==> src/rtl/aes_encrypt_iterative_pkg.sv <==
// +----------------------------------------------------------------------+
// | aes_pkg: AES-128 constants, S-box table and GF(2^8) column mixing.   |
// | Rev 1.0                                                              |
// +----------------------------------------------------------------------+
`default_nettype none

package aes_pkg;

  localparam int NR    = 10;
  localparam int BLK_W = 128;

  typedef enum logic [1:0] {
    IDLE = 2'd0,
    RUN  = 2'd1,
    DONE = 2'd2
  } aes_fsm_t;

  localparam logic [7:0] SBOX [256] = '{
    8'h63, 8'h7c, 8'h77, 8'h7b, 8'hf2, 8'h6b, 8'h6f, 8'hc5, 8'h30, 8'h01, 8'h67, 8'h2b, 8'hfe, 8'hd7, 8'hab, 8'h76,
    8'hca, 8'h82, 8'hc9, 8'h7d, 8'hfa, 8'h59, 8'h47, 8'hf0, 8'had, 8'hd4, 8'ha2, 8'haf, 8'h9c, 8'ha4, 8'h72, 8'hc0,
    8'hb7, 8'hfd, 8'h93, 8'h26, 8'h36, 8'h3f, 8'hf7, 8'hcc, 8'h34, 8'ha5, 8'he5, 8'hf1, 8'h71, 8'hd8, 8'h31, 8'h15,
    8'h04, 8'hc7, 8'h23, 8'hc3, 8'h18, 8'h96, 8'h05, 8'h9a, 8'h07, 8'h12, 8'h80, 8'he2, 8'heb, 8'h27, 8'hb2, 8'h75,
    8'h09, 8'h83, 8'h2c, 8'h1a, 8'h1b, 8'h6e, 8'h5a, 8'ha0, 8'h52, 8'h3b, 8'hd6, 8'hb3, 8'h29, 8'he3, 8'h2f, 8'h84,
    8'h53, 8'hd1, 8'h00, 8'hed, 8'h20, 8'hfc, 8'hb1, 8'h5b, 8'h6a, 8'hcb, 8'hbe, 8'h39, 8'h4a, 8'h4c, 8'h58, 8'hcf,
    8'hd0, 8'hef, 8'haa, 8'hfb, 8'h43, 8'h4d, 8'h33, 8'h85, 8'h45, 8'hf9, 8'h02, 8'h7f, 8'h50, 8'h3c, 8'h9f, 8'ha8,
    8'h51, 8'ha3, 8'h40, 8'h8f, 8'h92, 8'h9d, 8'h38, 8'hf5, 8'hbc, 8'hb6, 8'hda, 8'h21, 8'h10, 8'hff, 8'hf3, 8'hd2,
    8'hcd, 8'h0c, 8'h13, 8'hec, 8'h5f, 8'h97, 8'h44, 8'h17, 8'hc4, 8'ha7, 8'h7e, 8'h3d, 8'h64, 8'h5d, 8'h19, 8'h73,
    8'h60, 8'h81, 8'h4f, 8'hdc, 8'h22, 8'h2a, 8'h90, 8'h88, 8'h46, 8'hee, 8'hb8, 8'h14, 8'hde, 8'h5e, 8'h0b, 8'hdb,
    8'he0, 8'h32, 8'h3a, 8'h0a, 8'h49, 8'h06, 8'h24, 8'h5c, 8'hc2, 8'hd3, 8'hac, 8'h62, 8'h91, 8'h95, 8'he4, 8'h79,
    8'he7, 8'hc8, 8'h37, 8'h6d, 8'h8d, 8'hd5, 8'h4e, 8'ha9, 8'h6c, 8'h56, 8'hf4, 8'hea, 8'h65, 8'h7a, 8'hae, 8'h08,
    8'hba, 8'h78, 8'h25, 8'h2e, 8'h1c, 8'ha6, 8'hb4, 8'hc6, 8'he8, 8'hdd, 8'h74, 8'h1f, 8'h4b, 8'hbd, 8'h8b, 8'h8a,
    8'h70, 8'h3e, 8'hb5, 8'h66, 8'h48, 8'h03, 8'hf6, 8'h0e, 8'h61, 8'h35, 8'h57, 8'hb9, 8'h86, 8'hc1, 8'h1d, 8'h9e,
    8'he1, 8'hf8, 8'h98, 8'h11, 8'h69, 8'hd9, 8'h8e, 8'h94, 8'h9b, 8'h1e, 8'h87, 8'he9, 8'hce, 8'h55, 8'h28, 8'hdf,
    8'h8c, 8'ha1, 8'h89, 8'h0d, 8'hbf, 8'he6, 8'h42, 8'h68, 8'h41, 8'h99, 8'h2d, 8'h0f, 8'hb0, 8'h54, 8'hbb, 8'h16
  };

  function automatic logic [7:0] xtime(input logic [7:0] b);
    return {b[6:0], 1'b0} ^ (b[7] ? 8'h1b : 8'h00);
  endfunction

  // col[31:24] is row 0 of the column
  function automatic logic [31:0] mix_column(input logic [31:0] col);
    logic [7:0] a0, a1, a2, a3;
    a0 = col[31:24];
    a1 = col[23:16];
    a2 = col[15:8];
    a3 = col[7:0];
    return {xtime(a0) ^ xtime(a1) ^ a1 ^ a2 ^ a3,
            a0 ^ xtime(a1) ^ xtime(a2) ^ a2 ^ a3,
            a0 ^ a1 ^ xtime(a2) ^ xtime(a3) ^ a3,
            xtime(a0) ^ a0 ^ a1 ^ a2 ^ xtime(a3)};
  endfunction

endpackage

`default_nettype wire

==> src/rtl/aes_encrypt_iterative_if.sv <==
// +----------------------------------------------------------------------+
// | aes_encrypt_iterative_if: plaintext/key input and ciphertext output. |
// | Rev 1.0                                                              |
// +----------------------------------------------------------------------+
`default_nettype none

interface aes_encrypt_iterative_if;
  import aes_pkg::*;

  localparam int KS_W = BLK_W * (NR + 1);

  logic              in_valid;
  logic              in_ready;
  logic [0:BLK_W-1]  in_block;
  logic [0:KS_W-1]   key_schedule;
  logic              out_valid;
  logic              out_ready;
  logic [0:BLK_W-1]  out_block;

  modport slave (
    input  in_valid, in_block, key_schedule, out_ready,
    output in_ready, out_valid, out_block
  );

  modport master (
    output in_valid, in_block, key_schedule, out_ready,
    input  in_ready, out_valid, out_block
  );

endinterface

`default_nettype wire

==> src/rtl/aes_encrypt_iterative_round.sv <==
// +----------------------------------------------------------------------+
// | aes_round: one combinational AES round, MixColumns skipped on final. |
// | Rev 1.0                                                              |
// +----------------------------------------------------------------------+
`default_nettype none

module aes_round
  import aes_pkg::*;
(
  input  logic [0:BLK_W-1] state_i,
  input  logic [0:BLK_W-1] round_key_i,
  input  logic             final_round_i,
  output logic [0:BLK_W-1] state_o
);

  logic [7:0]       sb_w [16];
  logic [0:BLK_W-1] sr_w;
  logic [0:BLK_W-1] mc_w;

  always_comb begin
    for (int i = 0; i < 16; i++) begin
      sb_w[i] = SBOX[state_i[8*i +: 8]];
    end
  end

  // Byte index is 4*col + row; row r rotates left by r columns
  always_comb begin
    sr_w = '0;
    for (int c = 0; c < 4; c++) begin
      for (int r = 0; r < 4; r++) begin
        sr_w[8*(4*c+r) +: 8] = sb_w[4*((c+r)%4) + r];
      end
    end
  end

  always_comb begin
    mc_w = '0;
    for (int c = 0; c < 4; c++) begin
      mc_w[32*c +: 32] = mix_column(sr_w[32*c +: 32]);
    end
  end

  assign state_o = (final_round_i ? sr_w : mc_w) ^ round_key_i;

endmodule

`default_nettype wire

==> src/rtl/aes_encrypt_iterative.sv <==
// +----------------------------------------------------------------------+
// | aes_encrypt_iterative: AES-128 encryptor, one round per clock.       |
// | AES_KEY_LATCH_EN: capture key schedule at accept. Rev 1.0            |
// +----------------------------------------------------------------------+
`default_nettype none

module aes_encrypt_iterative
  import aes_pkg::*;
#(
  parameter int NR = 10
) (
  input  logic                  clk,
  input  logic                  reset,
  aes_encrypt_iterative_if.slave bus
);

  localparam int KS_W = BLK_W * (NR + 1);

  if (NR != 10) begin : g_nr_check
    $error("aes_encrypt_iterative: NR must be 10");
  end

  aes_fsm_t         fsm_q, fsm_d;
  logic [3:0]       rnd_q, rnd_d;
  logic [0:BLK_W-1] state_q, state_d;
  logic [0:BLK_W-1] out_block_q, out_block_d;
  logic             in_ready_q, out_valid_q;
  logic [0:BLK_W-1] rk_w;
  logic [0:BLK_W-1] round_w;
  logic             final_w;

`ifdef AES_KEY_LATCH_EN
  logic [0:KS_W-1] key_q;

  always_ff @(posedge clk) begin
    if (fsm_q == IDLE && bus.in_valid) begin
      key_q <= bus.key_schedule;
    end
  end

  assign rk_w = key_q[BLK_W*int'(rnd_q) +: BLK_W];
`else
  assign rk_w = bus.key_schedule[BLK_W*int'(rnd_q) +: BLK_W];
`endif

  assign final_w = (rnd_q == 4'(NR));

  aes_round u_round (
    .state_i       (state_q),
    .round_key_i   (rk_w),
    .final_round_i (final_w),
    .state_o       (round_w)
  );

  always_comb begin
    fsm_d       = fsm_q;
    rnd_d       = rnd_q;
    state_d     = state_q;
    out_block_d = out_block_q;
    case (fsm_q)
      IDLE: begin
        // Initial AddRoundKey always uses the live rk[0]
        if (bus.in_valid) begin
          state_d = bus.in_block ^ bus.key_schedule[0:BLK_W-1];
          rnd_d   = 4'd1;
          fsm_d   = RUN;
        end
      end
      RUN: begin
        state_d = round_w;
        if (final_w) begin
          out_block_d = round_w;
          rnd_d       = 4'd0;
          fsm_d       = DONE;
        end else begin
          rnd_d = rnd_q + 4'd1;
        end
      end
      DONE: begin
        if (bus.out_ready) begin
          fsm_d = IDLE;
        end
      end
      default: fsm_d = IDLE;
    endcase
  end

  always_ff @(posedge clk) begin
    if (reset) begin
      fsm_q       <= IDLE;
      rnd_q       <= 4'd0;
      state_q     <= '0;
      out_block_q <= '0;
      in_ready_q  <= 1'b1;
      out_valid_q <= 1'b0;
    end else begin
      fsm_q       <= fsm_d;
      rnd_q       <= rnd_d;
      state_q     <= state_d;
      out_block_q <= out_block_d;
      in_ready_q  <= (fsm_d == IDLE);
      out_valid_q <= (fsm_d == DONE);
    end
  end

  assign bus.in_ready  = in_ready_q;
  assign bus.out_valid = out_valid_q;
  assign bus.out_block = out_block_q;

endmodule

`default_nettype wire

==> src/flat_wrapper.sv <==
// flat-port wrapper written by rule: the top's interface ports become plain ports
module aes_encrypt_iterative_flat import aes_pkg::*;
#(
  parameter int NR = 10
)
  (clk, reset, bus_in_valid, bus_in_block, bus_key_schedule, bus_out_ready, bus_in_ready, bus_out_valid, bus_out_block);
  aes_encrypt_iterative_if bus_i ();
  input  logic clk;
  input  logic reset;
  input wire logic [$bits(bus_i.in_valid)-1:0] bus_in_valid;
  input wire logic [$bits(bus_i.in_block)-1:0] bus_in_block;
  input wire logic [$bits(bus_i.key_schedule)-1:0] bus_key_schedule;
  input wire logic [$bits(bus_i.out_ready)-1:0] bus_out_ready;
  output wire logic [$bits(bus_i.in_ready)-1:0] bus_in_ready;
  output wire logic [$bits(bus_i.out_valid)-1:0] bus_out_valid;
  output wire logic [$bits(bus_i.out_block)-1:0] bus_out_block;
  assign bus_i.in_valid = bus_in_valid;
  assign bus_i.in_block = bus_in_block;
  assign bus_i.key_schedule = bus_key_schedule;
  assign bus_i.out_ready = bus_out_ready;
  assign bus_in_ready = bus_i.in_ready;
  assign bus_out_valid = bus_i.out_valid;
  assign bus_out_block = bus_i.out_block;
  aes_encrypt_iterative #(.NR(NR)) u_core (.clk(clk), .reset(reset), .bus(bus_i));
endmodule
==> config.mk <==
export PLATFORM = sky130hd
export DESIGN_NAME = aes_encrypt_iterative_flat
export DESIGN_NICKNAME = d
export VERILOG_FILES = /design/src/rtl/aes_encrypt_iterative_pkg.sv /design/src/rtl/aes_encrypt_iterative_if.sv /design/src/rtl/aes_encrypt_iterative_round.sv /design/src/rtl/aes_encrypt_iterative.sv /design/src/flat_wrapper.sv
export SDC_FILE = /design/constraint.sdc
export NUM_CORES = 2
export LEC_CHECK = 0
export BUFFER_PORTS_ARGS = -buffer_cell sky130_fd_sc_hd__buf_2
export CAP_MARGIN = 20
export CORE_AREA = 2 2 655 657
export DETAILED_ROUTE_END_ITERATION = 8
export DIE_AREA = 0 0 657 659
export MAX_ROUTING_LAYER = met4
export PLACE_DENSITY = 0.44
export SLEW_MARGIN = 25
export SYNTH_ARGS = -nofsm -noshare
export SYNTH_HDL_FRONTEND = slang
export SYNTH_SLANG_ARGS = --single-unit
export TNS_END_PERCENT = 5
==> constraint.sdc <==
create_clock -name clk -period 8.98 [get_ports clk]
set_clock_uncertainty 0.15 [all_clocks]
set_input_delay 0.449 -clock clk [delete_from_list [all_inputs] [get_ports clk]]
set_output_delay 0.449 -clock clk [all_outputs]
set_load 0.02 [all_outputs]
==> results.ini <==
[synthesis]
async_flop_share_pct = 0
yosysSeqAreaShare_pct = 6.17
synthCells = 11700
yosys_warnings = 0
avgSynthCellArea_um2 = 7.35
synth_area_um2 = 85600
synth_fp_nets = 13400
ys_types = 124
synth-edff-count = 0
yosys_most_used_dff = dfxtp_1
ys_ff_latch = 264

[critical_path]
cp-endpoint = u_core.state_q[87]$_SDFFE_PP0P_
worstSetupPathType = flop to flop
r2r_slack_ns = 2.59
cpLargestDelayFamily = compound AO/OA/AOI/OAI gates
cp_max_fo = 44
r2r_start = u_core.state_q[22]$_SDFFE_PP0P_
critPathLaunchType = flop
critPathArrivalTime_ns = 6.82
path_buf_inv = 2
startpoint = u_core.state_q[22]$_SDFFE_PP0P_
worstRegToRegCells = 13
crit_path_top_delay_cell = ha_1
crit_path_end_kind = flop
crit_chain = buf_4, inv_1, ha_1, nand2_1, nand2_1, nor3_1, a311o_1, and3_1, a311oi_4, xnor2_1, xnor3_1, o21ai_1, nand2_1
r2r-end = u_core.state_q[87]$_SDFFE_PP0P_
worst-path-stages = 13
cp_common_cell = nand2_1
worstPathRequired_ns = 9.42
cpPeakStageDelay_ns = 1.09

[timing]
fmax_mhz = 157
tns_ns = 0
max_slew_margin_pct = 17.7
period_share_pct = 71.1
tightest_slew_ns = 1.24
finalHoldViolCount = 0
slew_violations = 0
rsz0062_at_grt = false
finalCriticalPeriod_ns = 6.39
finalSetupViolations = 0

[global_routing]
grt_max_degree = 114
track_usage_pct = 34.6
grt_pass1_vias = 100000
antenna_found_initial = 355
grt.overflow.total = 0
grt_first_pass_wirelength_um = 996000

[cts]
cts_setup_buffers = 0
insertion_delay_ns = 0.74
cts_tree = yes
cts.sinks = 264
clk_pin_slew_ns = 0.07
clock_path_buffers = 3
htree_levels = 2
cts-root-buf = clkbuf_16
cts_made_buffers = 43

[cells_and_area]
seqCellArea_um2 = 5430
stdcell_area_um2 = 101000
utilization_pct = 23.6
layout_commonest_cell = buf_2
final_cell_mix = buf_2, a21oi_1, nor2_1
final_cells = 18500
nFillCells = 48400
final_nets = 14100
syn_to_final_growth_pct = 17.5
multi_input_area_um2 = 73500
final_layout_size_suffix_gt1_share_pct = 24.5

[drt]
vias = 110000
drc = 0
dr.pass1.iters = 9
drtIter0Drc = 18500
drt-total-wl_um = 765000
ant_nets = 0
vias_per_cell = 5.94
wl_per_cell_um = 41.3

[power_and_ir_drop]
switchingPower_mw = 29.4
p_per_area_nw_per_um2 = 487
seq_power_share_pct = 5.0
pwr-share-comb_pct = 91.1
ir_drop_uv = 323
p_int_mw = 19.6
pwr-share-clk_pct = 3.9
switching_share_pct = 60.1
cellLeakagePower_nw = 35.6

[min_path]
hold_class = primary input to flop
min_from = bus_in_block[0]

[placement]
dp.cells = 18000
port_buffers = 1669
gp_congestion = 1.07
hpwl_um = 615000
placed_area_um2 = 97800

[die]
core_area_um2 = 426000
dieWidth_um = 657
fp-row-count = 240
die_height_um = 659
start_util_pct = 20.1
io_pins = 1670
dieArea_um2 = 433000

[job]
maxCapViolCount = 0

[status]
status = complete, no violations

power groups by stage:
| stage | clock, mW | combinational (mW) | sequential (mW) |
|---|---|---|---|
| 5_1_grt | 1.98 | 46.4 | 2.48 |
| 2_1_floorplan | 0 | 30.5 | 1.65 |
| 6_report | 1.92 | 44.6 | 2.45 |
| 3_5_place_dp | 0 | 43.0 | 2.41 |
| 3_3_place_gp | 0 | 43.6 | 2.43 |
| 4_1_cts | 1.95 | 43.2 | 2.39 |
synthesized netlist by cell type, types with 38 or more instances:
library cell    n  area [µm²]
nand2b_1      387        2420
a221oi_1       91         797
o2111ai_1      41         359
o221ai_1      100         876
o311ai_0      135        1180
dfxtp_1       264        5290
nand2_1       879        3300
clkbuf_1      671        2520
nor2_1        966        3630
xnor3_1        54        1220
mux4_2        533       12000
a221o_1        49         490
nand3_1       286        1430
a21oi_1       972        4860
o31ai_1        93         698
a311oi_1      148        1300
o21a_1         63         473
o211ai_1      208        1560
a31oi_1       234        1460
ha_1          232        2900
buf_4          88         661
nor3_1        341        1710
inv_1         133         499
and2_1         84         526
nand3b_1       39         293
a2111oi_0      53         464
a311o_1        38         380
xor2_1        279        2440
nor2b_1       306        1910
a21o_1         76         571
or2_2          94         588
buf_1         126         473
buf_2         470        2350
o22ai_1       217        1360
a211oi_1      251        1880
o21ai_0       778        3890
or3_1          52         325
a211o_1        68         596
and3_1         63         394
xnor2_1       439        3840
buf_6          45         507
mux2i_1       361        3610
nor3b_1        67         503
mux2_2         46         518
tightest hold or removal path: cells and delay by family:
kind	cells	cell delay [ns]
XOR/XNOR	1	0.06
AO/OA/AOI/OAI	2	0.31
buffers and inverters	1	0.08
sequential cells by signal, indices dropped and copies added, names as in the netlist:
name and cells:
u_core.bus.out_valid 1, u_core.state_q 128, u_core.rnd_q 4, u_core.bus.out_block 128
u_core.fsm_q 2, u_core.bus.in_ready 1
stage by stage:
step           setup slack [ns]  power, mW  hold WS (ns)
2_1_floorplan              4.59       32.1         0.343
3_3_place_gp               2.64       46.0         0.292
3_5_place_dp               2.88       45.4         0.295
4_1_cts                    2.90       47.6        0.0735
5_1_grt                    2.64       50.8         0.129
6_report                   2.59       49.0         0.100
what timing repair did:
action | 4_1_cts | 5_1_grt
hold buffers | 2 | 0
endpoints found under the hold margin | 4 | 0
resized for setup | 0 | 0
worst min path at each step:
stage	end	slack, ns	cells after the start
3_5_place_dp	u_core.bus.out_block[85]$_SDFFE_PP0P_	0.29	2
6_report	u_core.state_q[127]$_SDFFE_PP0P_	0.10	4
5_1_grt	u_core.state_q[39]$_SDFFE_PP0P_	0.13	4
4_1_cts	u_core.state_q[127]$_SDFFE_PP0P_	0.07	4
3_3_place_gp	u_core.bus.out_block[53]$_SDFFE_PP0P_	0.29	2
2_1_floorplan	u_core.fsm_q[0]$_SDFF_PP0_	0.34	1
logic make-up (layout without fill, tap and decap cells):
group / count (synthesis) / in the layout / share of synthesized area (%)
other: 0 / 493 / 0
muxes: 943 / 943 / 18.9
xor gates and xnor gates: 793 / 793 / 9.27
DFF: 264 / 264 / 6.17
and+or+nand+nor: 3735 / 3735 / 21.4
AOI/OAI and AO/OA: 4102 / 4102 / 32.4
adders and majority gates: 238 / 238 / 3.46
buffers and inverters: 1583 / 2276 / 8.41
routing by layer:
layer  share of wire, %  GRT usage [%]  routed length [µm]
met5                  0              -                   0
met4                7.6           21.1               58500
met3                 11           10.8               85600
met2                 43           51.0              329000
met1                 38           41.0              292000
final cells by class:
type	instances	share of cell area, %
multi-input cells	9811	73.1
clock buffers	60	1.22
flip-flops and latches	264	5.40
inverters	182	0.679
clock inverters	20	0.249
diodes	493	1.23
well taps	5687	7.07
repair buffers	2014	11.1
Power figures use the tool's default switching activity.
